--- src/rtl/reset_sequencer_pkg.sv ---
// Shared definitions for the reset sequencer: state encoding, lock-loss counter
// width and a small helper used to size the shared cycle counter.
package reset_seq_pkg;

  typedef enum logic [2:0] {
    ST_WAIT_LOCK = 3'd0,
    ST_RELEASE   = 3'd1,
    ST_RUN       = 3'd2,
    ST_ASSERT    = 3'd3,
    ST_HOLD      = 3'd4
  } state_t;

  localparam int LOSS_W = 8;

  function automatic int max3(input int a, input int b, input int c);
    int m;
    m = (a > b) ? a : b;
    return (m > c) ? m : c;
  endfunction

endpackage

--- src/rtl/reset_sequencer_sync_2ff.sv ---
// Two-flop synchroniser for a single asynchronous status bit; cleared by rst_n.
module sync_2ff (
  input  logic clk,
  input  logic rst_n,
  input  logic din,
  output logic dout
);

  logic meta;

  always_ff @(posedge clk or negedge rst_n) begin
    if (!rst_n) begin
      meta <= 1'b0;
      dout <= 1'b0;
    end else begin
      meta <= din;
      dout <= meta;
    end
  end

endmodule

--- src/rtl/reset_sequencer.sv ---
// Central reset controller: waits for stable PLL lock, releases domain resets in
// order, services soft-reset requests and re-asserts everything on lock loss.
module reset_sequencer
  import reset_seq_pkg::*;
#(
  parameter int NUM_DOM     = 3,
  parameter int LOCK_CYCLES = 16,
  parameter int GAP_CYCLES  = 8,
  parameter int HOLD_CYCLES = 4
) (
  input  logic               clk,
  input  logic               rst_n,
  input  logic               pll_locked,
  input  logic               soft_req,
  output logic               soft_ack,
  output logic [NUM_DOM-1:0] rst_out,
  output logic               ready,
  output logic [LOSS_W-1:0]  lock_losses
);

  localparam int CNT_W = $clog2(max3(LOCK_CYCLES, GAP_CYCLES, HOLD_CYCLES) + 1);
  localparam int IDX_W = $clog2(NUM_DOM + 1);

  state_t           state;
  logic [CNT_W-1:0] cnt;
  logic [IDX_W-1:0] idx;
  logic             lock;

  sync_2ff u_lock_sync (
    .clk  (clk),
    .rst_n(rst_n),
    .din  (pll_locked),
    .dout (lock)
  );

  always_ff @(posedge clk or negedge rst_n) begin
    if (!rst_n) begin
      state       <= ST_WAIT_LOCK;
      cnt         <= '0;
      idx         <= '0;
      rst_out     <= '1;
      ready       <= 1'b0;
      soft_ack    <= 1'b0;
      lock_losses <= '0;
    end else begin
      soft_ack <= 1'b0;
      if (state != ST_WAIT_LOCK && !lock) begin
        // Lock loss overrides everything; a pending soft request is acked so
        // the requester never waits forever.
        state   <= ST_WAIT_LOCK;
        cnt     <= '0;
        idx     <= '0;
        rst_out <= '1;
        ready   <= 1'b0;
        if (state == ST_ASSERT || state == ST_HOLD) soft_ack <= 1'b1;
        if (lock_losses != '1) lock_losses <= lock_losses + 1'b1;
      end else begin
        case (state)
          ST_WAIT_LOCK: begin
            if (!lock) begin
              cnt <= '0;
            end else if (cnt == CNT_W'(LOCK_CYCLES - 1)) begin
              state <= ST_RELEASE;
              cnt   <= '0;
              idx   <= '0;
            end else begin
              cnt <= cnt + 1'b1;
            end
          end
          ST_RELEASE: begin
            if (cnt == CNT_W'(GAP_CYCLES - 1)) begin
              cnt <= '0;
              for (int i = 0; i < NUM_DOM; i++)
                if (idx == IDX_W'(i)) rst_out[i] <= 1'b0;
              if (idx == IDX_W'(NUM_DOM - 1)) begin
                idx   <= '0;
                state <= ST_RUN;
                ready <= 1'b1;
              end else begin
                idx <= idx + 1'b1;
              end
            end else begin
              cnt <= cnt + 1'b1;
            end
          end
          ST_RUN: begin
            if (soft_req) begin
              state <= ST_ASSERT;
              idx   <= IDX_W'(NUM_DOM - 1);
              ready <= 1'b0;
            end
          end
          ST_ASSERT: begin
            // Re-assert in reverse release order, one domain per cycle.
            for (int i = 0; i < NUM_DOM; i++)
              if (idx == IDX_W'(i)) rst_out[i] <= 1'b1;
            if (idx == '0) begin
              state <= ST_HOLD;
              cnt   <= '0;
            end else begin
              idx <= idx - 1'b1;
            end
          end
          ST_HOLD: begin
            if (cnt == CNT_W'(HOLD_CYCLES - 1)) begin
              soft_ack <= 1'b1;
              state    <= ST_WAIT_LOCK;
              cnt      <= '0;
            end else begin
              cnt <= cnt + 1'b1;
            end
          end
          default: begin
            state   <= ST_WAIT_LOCK;
            cnt     <= '0;
            idx     <= '0;
            rst_out <= '1;
            ready   <= 1'b0;
          end
        endcase
      end
    end
  end

endmodule

--- config.mk ---
export PLATFORM = sky130hd
export DESIGN_NAME = reset_sequencer
export DESIGN_NICKNAME = d
export VERILOG_FILES = /design/src/rtl/reset_sequencer_pkg.sv /design/src/rtl/reset_sequencer_sync_2ff.sv /design/src/rtl/reset_sequencer.sv
export SDC_FILE = /design/constraint.sdc
export NUM_CORES = 1
export LEC_CHECK = 0
export ABC_AREA = 1
export CORE_MARGIN = 2
export CORE_UTILIZATION = 40
export DETAILED_ROUTE_END_ITERATION = 12
export PLACE_DENSITY = 0.67
export SETUP_SLACK_MARGIN = 0.4
export SYNTH_ARGS = -nofsm -noshare
export SYNTH_HDL_FRONTEND = slang
export SYNTH_SLANG_ARGS = --single-unit
--- constraint.sdc ---
create_clock -name clk -period 1.34 [get_ports clk]
set_input_delay 0.201 -clock clk [delete_from_list [all_inputs] [get_ports clk]]
set_output_delay 0.201 -clock clk [all_outputs]
set_load 0.03 [all_outputs]
-- Word-level counts from Yosys, hierarchy flattened
Cells that the tools add are included.
- div/mod/pow operators: 0
- reductions and logical operators: 16
- magnitude comparators: 0
- equality and inequality tests: 26
- multiplexer cells: 41
- multiply operators: 0
- shift-type cells: 0
- bitwise logic cells: 0
- add/sub/neg operators: 4
- operator list (kind ; number):
    $mux W3 ; 10
    $mux W5 ; 6
    $pmux W5 S5 ; 1
    $ne A3 B3 Y1 const B ; 7
    $reduce_and A4 Y1 ; 4
    $ne A3 B2 Y1 const B ; 5
    $pmux W3 S5 ; 1
    $mux W2 ; 7
    $mux W1 ; 13
    $pmux W2 S5 ; 1
    $pmux W3 S3 ; 1
    $add A8 B1 Y8 const B ; 1
    $ne A8 B8 Y1 const B ; 1
    $reduce_and A7 Y1 ; 1
    $eq A3 B2 Y1 const B ; 2
    $reduce_and A6 Y1 ; 1
    $reduce_or A3 Y1 ; 2
    $add A5 B1 Y5 const B ; 1
    $eq A5 B2 Y1 const B ; 1
    $eq A5 B3 Y1 const B ; 1
    $eq A5 B4 Y1 const B ; 1
    $ne A2 B1 Y1 const B ; 2
    $ne A2 B2 Y1 const B ; 2
    $reduce_and A2 Y1 ; 2
    other kinds (13) ; 13
- input bits: 4
- output and inout bits: 13
- ROM bits: 0
- memory bits (writable): 0
- latch bits: 0
- word-level logic and storage cells: 98
- memories: 0
- register bits after elaboration: 25

-- Depth between registers and ports, before layout
Gate-level depths: netlist (run 1).
- depth in word-level cells: 5
- gate-level depth with buffers: 11
- gate-level depth less buffers: 11

-- Modules after synthesis
From an unflattened synthesis (run 1), not the netlist that was laid out.
- cells, all modules: 210
- area, all modules: 1616.6 µm²
- by module, submodules not included (module ; times used ; seq. area each (µm²) ; cells an instance ; area an instance (µm²)):
    reset_sequencer ; 1 ; 579.3 ; 208 ; 1566.5
    sync_2ff ; 1 ; 50.0 ; 2 ; 50.0

-- Least setup slack after synthesis (run 1)
OpenSTA, ideal clock, no wires.
- kind: reg2reg
- start point: register lock_losses[0]
- end point: register lock_losses[2]
- buffers on the path: 0
- library setup time: 0.076 ns
- data required time: 1.264 ns
- clock period less this slack: 1.560 ns
- data arrival time: 1.483 ns
- setup slack: -0.220 ns
- cell stages (with the launch flop): 8
- cell sequence: dfrtp_1 ha_1 nand3_1 nor2_1 nand2_1 o21ai_4 nand2_1 o21ai_1
- word-level cells in the longest chain between the ends: 2
- elaborated cells between the ends (all ways): 3
- those cells by class: add/sub: 1; eq/ne: 1; reduce/logical: 1
- RTL lines (item ; RTL line ; RTL):
    start, declared ; reset_sequencer.sv:18 ; output logic [LOSS_W-1:0] lock_losses
    start signal, assigned ; reset_sequencer.sv:56 ; if (lock_losses != '1) lock_losses <= lock_losses + 1'b1;
    branches (longest 2 deep; another with $add A8 B1 Y8) ; - ;
Several ways; the timed one is not identified.
A chain may end at the register's enable or synchronous reset.

-- Final worst setup path (run 1)
- start point: register cnt[1]
- end point: register state[1]
- word-level cells in the longest chain between the ends: 3
- elaborated cells between the ends (all ways): 7
- those cells by class: eq/ne: 6; reduce/logical: 1
- RTL lines (item ; RTL line ; RTL):
    start, declared ; reset_sequencer.sv:25 ; logic [CNT_W-1:0] cnt;
    start signal, assigned ; reset_sequencer.sv:67 ; cnt <= cnt + 1'b1;
    start signal, assigned ; reset_sequencer.sv:83 ; cnt <= cnt + 1'b1;
    start signal, assigned ; reset_sequencer.sv:110 ; cnt <= cnt + 1'b1;
    $eq A5 B4 Y1 (tied with other cells) ; reset_sequencer.sv:62 ; end else if (cnt == CNT_W'(LOCK_CYCLES - 1)) begin
    $ne A3 B3 Y1 (no line) or $ne A3 B2 Y1 (tied branches) ; - ;
    $reduce_and A7 Y1 (no line) (*) ; - ;
    end signal, assigned ; reset_sequencer.sv:63 ; state <= ST_RELEASE;
    end signal, assigned ; reset_sequencer.sv:77 ; state <= ST_RUN;
    end signal, assigned ; reset_sequencer.sv:88 ; state <= ST_ASSERT;
    end, declared ; reset_sequencer.sv:24 ; state_t state;
Mark *: on every way between the ends. The rest lies on a longest branch, timed or not.

==> results.sh, run 1 <==
export IMPL_cts_buffers_inserted=3
export IMPL_fin_crit_sh_pct=110.7
export IMPL_drt_iter0_markers=65
export IMPL_fin_crit_ns=1.483
export IMPL_syn_area_per_cell_um2=7.272
export IMPL_clockPowerShare_pct=11.4
export IMPL_synth_ff_type="dfrtp_1"
export IMPL_grt_ovfl_total=0
export IMPL_maxCapViolations=0
export IMPL_power_leakage_nw=1.252
export IMPL_cts_buffer_depth=2
export IMPL_post_place_ws_ns=-0.2018
export IMPL_dieArea_mm2=0.004696
export IMPL_wl_met1_mm=1.937
export IMPL_wl_mm=4.373
export IMPL_top_layer_used="met4"
export IMPL_end_kind="register"
export IMPL_viasPerCell=4.879
export IMPL_comb_power_share_pct=60.6
export IMPL_grtUsageTotal_pct=19.75
export IMPL_grt_pass1_vias=1587
export IMPL_synth_most_common_cell="nand2_1"
export IMPL_synth_common_cells="nand2_1, nand3_1, inv_1"
export IMPL_synth_edf_count=0
export IMPL_initial_utilization_pct=41.63
export IMPL_yosys_warnings=0
export IMPL_cts_tree="done"
export IMPL_wl_met3_um=149
export IMPL_die_h_um=68.53
export IMPL_switchingPower_mw=1.959
export IMPL_synth_area_mm2=0.001665
export IMPL_synth_nets=242
export IMPL_required_ns=1.52
export IMPL_dr_pass1_iters=4
export IMPL_drv_slew=0
export IMPL_netlist_instances=229
export IMPL_tns_ns=-1.098
export IMPL_violations="negative setup slack"
export IMPL_power_density_mw_per_mm2=1737
export IMPL_timing_slew_headroom_pct=75.52
export IMPL_gp_congestion=0.8295
export IMPL_antenna_left=0
export IMPL_cts_clk_slew_worst_paths_ns=0.10
export IMPL_async_reset_ff_share_pct=100.0
export IMPL_synthToLayoutAreaGrowth_pct=51.24
export IMPL_wl_per_cell_um=12.86
export IMPL_dieWidth_um=68.53
export IMPL_synth_simple_area_share_pct=39.22
export IMPL_synth_top_cell_area_share_pct=33.06
export IMPL_coreArea_mm2=0.004000
export IMPL_ctsHtreeMaxLevel=1
export IMPL_status="finished, violations left"
export IMPL_yosysTopAreaCell="dfrtp_1"
export IMPL_nets=304
export IMPL_ir_drop_mv=1.111
export IMPL_antenna_found_initial=0
export IMPL_synth_xor_area_share_pct=2.630
export IMPL_p_int_mw=2.415
export IMPL_synthMuxAreaShare_pct=0
export IMPL_setup_violations=15
export IMPL_portBuffers=16
export IMPL_yosysUniqueCellTypes=28
export IMPL_grt_pass1_wl_mm=6.824
export IMPL_hp_class="primary input to async pin"
export IMPL_crit_fanout=3
export IMPL_grt_max_degree=20
export IMPL_synth_area_top_cells="dfrtp_1, nand2_1, nand3_1"
export IMPL_wl_met2_mm=2.170
export IMPL_criticalPathCategory="register to register"
export IMPL_route_vias_total=1659
export IMPL_fin_skew_ns=0.003582
export IMPL_ys_ff_latch=25
export IMPL_cts_sinks=25
export IMPL_holdBufCountCts=0
export IMPL_tightest_slew_ns=0.3660
export IMPL_rows=23
export IMPL_grt_setup_unrepaired="yes"
export IMPL_dp_hpwl_mm=2.923
export IMPL_setup_slack_ns=-0.1429
export IMPL_synthAdderAreaFrac_pct=6.762
export IMPL_synth_compound_area_share_pct=6.011
export IMPL_synth_top_family_by_area="simple AND/OR/NAND/NOR gates"
export IMPL_critPathLaunchType="register"
export IMPL_clk_latency_ns=0.28
export IMPL_ios=17
export IMPL_antenna_cells=0
export IMPL_root_buffer="clkbuf_8"
export IMPL_p_seq_share_pct=28.0
export IMPL_post_route_drc_count=0
export IMPL_max_freq_ghz=0.6743
export IMPL_yosysSeqAreaShare_pct=37.79
export IMPL_switching_share_pct=44.79
export IMPL_arrival_ns=1.67
export IMPL_hold_violations=0
export IMPL_drive_gt1_share_pct=42.41
==> worst max-delay path, cell delays in order, from the launching register on <==
cell and delay, ns:
dfrtp_1 0.40, ha_4 0.17, nand2_4 0.05, nor2_4 0.13, ha_4 0.15, nand2_1 0.04, nand3_1 0.08, nand2_2 0.09
nor2_4 0.10, nand2_1 0.07, nand2_1 0.06, nand2_1 0.04
==> stage by stage <==
step,area (µm²),instances,total power [mW],hold slack (ns),util (%)
3_5_place_dp,2110,321,3.363,0.3362,52.74
3_3_place_gp,2110,321,3.311,0.3341,52.74
6_report,2519,340,4.374,0.1898,62.97
4_1_cts,2337,332,4.182,0.2011,58.43
2_1_floorplan,1699,229,2.603,-0.09459,-
5_1_grt,2519,340,4.749,0.2143,62.97
==> layout make-up <==
cell class                 instances  area, µm²
multi-input combinational        175       1126
tap                               50      62.56
clock inverter                     1      8.758
fill                             343       1481
clock buffer                       3      41.29
inverter                          28      112.6
sequential                        25      635.6
timing repair buffer              58      531.8
==> flip-flops by register name, indices dropped and copies added, names as in the netlist <==
signal,flops
ready,1
state,3
cnt,5
idx,2
soft_ack,1
lock_losses,8
rst_out,3
u_lock_sync.dout,1
u_lock_sync.meta,1
==> logic make-up (layout without fill, tap and decap cells) <==
logic type | count (synthesis) | after routing
AND/OR/NAND/NOR | 143 | 143
buffers and inverters | 30 | 90
flip-flops | 25 | 25
AO/OA/AOI/OAI | 17 | 18
adder cells (fa/ha/maj) | 9 | 9
XOR/XNOR | 5 | 5
==> cell usage in the layout (no fill, tap or decap), types with 7 or more instances in the layout <==
master	netlist	layout
nand2_2	3	10
inv_1	24	18
nor2_4	1	9
inv_2	3	7
nor2_1	18	11
buf_6	1	21
dfrtp_1	22	17
nand3_1	26	21
nand2_1	79	68
buf_4	1	32
==> final timing paths <==
check | start | endpoint | slack, ns | cells after the start
setup / recovery | cnt[1]$_DFFE_PN0P_ | state[1]$_DFFE_PN0P_ | -0.14 | 11
hold / removal | rst_n | cnt[3]$_DFFE_PN0P_ | 0.19 | 1
setup reg to reg | cnt[1]$_DFFE_PN0P_ | state[1]$_DFFE_PN0P_ | -0.14 | 11
hold reg to reg | u_lock_sync.meta$_DFF_PN0_ | u_lock_sync.dout$_DFF_PN0_ | 0.36 | 0
max in group asynchronous | rst_n | state[0]$_DFFE_PN0P_ | 0.72 | 2
min in group clk | pll_locked | u_lock_sync.meta$_DFF_PN0_ | 0.35 | 1
==> power by group through the flow <==
stage / registers [mW] / clock network [mW] / logic [mW]
2_1_floorplan: 1.42 / 0 / 1.18
3_3_place_gp: 1.19 / 0 / 2.12
3_5_place_dp: 1.20 / 0 / 2.16
4_1_cts: 1.21 / 0.517 / 2.45
5_1_grt: 1.26 / 0.558 / 2.93
6_report: 1.23 / 0.500 / 2.65
==> repair_timing <==
action / CTS / global route
gates cloned: 1 / 0
resized for setup: 87 / 35
pin swaps: 13 / 23
endpoints found under the setup margin: 36 / 36
setup buffers: 6 / 8
==> metal layers <==
metal  vias to the layer above  track usage (%)
li1                        852                -
met1                       758            24.52
met2                        38            32.93
met3                        11            3.896
met4                         0            9.000
met5                         -                0
No activity file was read; power rests on OpenSTA's default activity.
==> run 2: changes to the inputs <==
- CELL_PAD_IN_SITES_DETAIL_PLACEMENT: default -> 2
- CELL_PAD_IN_SITES_GLOBAL_PLACEMENT: default -> 2
- CORE_UTILIZATION: 40 -> 29
- PLACE_DENSITY: 0.67 -> 0.8
==> run 2 against run 1 <==
Net effect: the run still ends with negative setup slack left; cell area increased by 18%; global-route usage is 6.8 points higher; register-to-register slack lost 0.19 ns; largest power group unchanged; power rose by 33%; combinational power is 51% higher; largest cell class unchanged; sequential share of layout area fell by 3.8 points; cell count is 13% higher; critical path type unchanged; via count up 20%; utilization shrank 9.2 points; worst setup slack worse by 0.19 ns; clock power grew 5.6%.
==> results.sh, run 2 (synthesis gave the netlist of run 1 again) <==
export IMPL_status="finished, violations left"
export IMPL_violations="negative setup slack"
export IMPL_viasPerCell=5.169
export IMPL_drt_iter0_markers=82
export IMPL_max_freq_ghz=0.5986
export IMPL_ctsHtreeMaxLevel=1
export IMPL_dr_pass1_iters=4
export IMPL_ios=17
export IMPL_root_buffer="clkbuf_8"
export IMPL_wl_mm=9.770
export IMPL_ir_drop_mv=0.8689
export IMPL_die_h_um=79.78
export IMPL_dp_hpwl_mm=4.638
export IMPL_critPathTopFamily="simple AND/OR/NAND/NOR gates"
export IMPL_multi_input_comb_area_mm2=0.001323
export IMPL_hold_violations=0
export IMPL_largest_register_ffs=8
export IMPL_cts_clk_slew_worst_paths_ns=0.12
export IMPL_gp_congestion=0.8256
export IMPL_dieArea_mm2=0.006365
export IMPL_fin_crit_ns=1.670
export IMPL_cts_buffers_inserted=3
export IMPL_portBuffers=16
export IMPL_grt_pass1_wl_mm=12.59
export IMPL_power_leakage_nw=1.426
export IMPL_top_regs="lock_losses: 8 flops, cnt: 5 flops"
export IMPL_regArea_um2=636.9
export IMPL_power_density_mw_per_mm2=1956
export IMPL_path_buf_inv=1
export IMPL_criticalPathCategory="register to register"
export IMPL_end_kind="register"
export IMPL_power_mw=5.821
export IMPL_setup_slack_ns=-0.3305
export IMPL_crit_slowest_cell="dfrtp_2"
export IMPL_crit_chain="inv_2, nand2_1, nor2_1, nand2_1, nand2_1, nand2_1, nand2_2, nand2_2, nand2_2"
export IMPL_drv_slew=0
export IMPL_maxCapViolations=0
export IMPL_clk_latency_ns=0.30
export IMPL_post_place_ws_ns=-0.3002
export IMPL_critPathLaunchType="register"
export IMPL_wl_per_cell_um=25.38
export IMPL_arrival_ns=1.90
export IMPL_drive_gt1_share_pct=59.74
export IMPL_grt_pass1_vias=2163
export IMPL_grt_max_degree=26
export IMPL_required_ns=1.57
export IMPL_fill_cells=579
export IMPL_cts_buffer_depth=2
export IMPL_slowest_delay_ns=0.49
export IMPL_rows=27
export IMPL_antenna_cells=0
export IMPL_top_register="lock_losses"
export IMPL_hp_class="primary input to async pin"
export IMPL_timing_slew_headroom_pct=70.26
export IMPL_grtUsageTotal_pct=26.57
export IMPL_cpMostUsedCell="nand2_1"
export IMPL_grt_setup_unrepaired="yes"
export IMPL_holdBufCountCts=0
export IMPL_tightest_slew_ns=0.4445
export IMPL_final_common_cell="buf_4"
export IMPL_dieWidth_um=79.78
export IMPL_antenna_found_initial=0
export IMPL_crit_fanout=5
export IMPL_route_vias_total=1990
export IMPL_coreArea_mm2=0.005540
export IMPL_cts_tree="done"
export IMPL_initial_utilization_pct=30.06
export IMPL_antenna_left=0
export IMPL_post_route_drc_count=0
export IMPL_synthToLayoutAreaGrowth_pct=78.74
export IMPL_setup_violations=21
export IMPL_fin_skew_ns=0.01953
export IMPL_nets=327
export IMPL_fin_crit_sh_pct=124.7
export IMPL_cts_sinks=25
export IMPL_layout_common_cells="buf_4, nand2_1, buf_6, nand2_2, dfrtp_1"
export IMPL_grt_ovfl_total=0
[run 2: power by group]
| part | switching, mW | internal (mW) | total (mW) |
|---|---|---|---|
| Clock | 0.315 | 0.213 | 0.528 |
| Combinational | 2.33 | 1.67 | 4.01 |
| Sequential | 0.287 | 0.998 | 1.28 |
[run 2: worst reg2reg max path: cells and delay by family, from the launching register on]
kind          cells  cell delay [ns]
simple gates      8             0.94
flops             1             0.49
buf+inv           1             0.16
[run 2: timing repair]
item                                    CTS  global route
pin swaps                                18            26
setup buffers                            17             9
endpoints found under the hold margin     0             0
resized for setup                       107            73
endpoints found under the setup margin   36            36
[run 2: final timing paths]
kind,start,endpoint,slack [ns],cells after the start
setup / recovery,state[1]$_DFFE_PN0P_,cnt[4]$_DFFE_PN0P_,-0.33,9
hold reg to reg,u_lock_sync.meta$_DFF_PN0_,u_lock_sync.dout$_DFF_PN0_,0.37,0
max in group asynchronous,rst_n,rst_out[0]$_DFFE_PN1P_,0.87,2
hold / removal,rst_n,ready$_DFFE_PN0P_,0.24,2
setup reg to reg,state[1]$_DFFE_PN0P_,cnt[4]$_DFFE_PN0P_,-0.33,9
min in group clk,pll_locked,u_lock_sync.meta$_DFF_PN0_,0.36,1
[run 2: cell type report]
| cell class | instances | share of cell area, % |
|---|---|---|
| flip-flops and latches | 25 | 21.40 |
| repair buffers | 82 | 25.47 |
| clock inverters | 1 | 0.2522 |
| well taps | 72 | 3.026 |
| inverters | 28 | 4.035 |
| multi-input cells | 174 | 44.43 |
| clock buffers | 3 | 1.387 |
[run 2: metal layers]
layer  vias up  wire, µm  GRT usage [%]
li1        895         -              -
met1      1014      3827          32.72
met2        51      5254          47.98
met3        30       284          2.941
met4         0       403          8.983
met5         -         0              0
[run 2: per-stage QoR]
step / cells / hold WS [ns] / utilization (%) / instance area (µm²) / setup TNS, ns
global placement: 355 / 0.3379 / 40.38 / 2237 / -1.385
floorplan: 229 / -0.09459 / - / 1699 / -0.9573
global route: 385 / 0.2659 / 53.73 / 2977 / -4.891
detailed placement: 355 / 0.3537 / 40.38 / 2237 / -3.483
finish: 385 / 0.2440 / 53.73 / 2977 / -3.578
CTS: 376 / 0.2770 / 47.79 / 2648 / -2.268
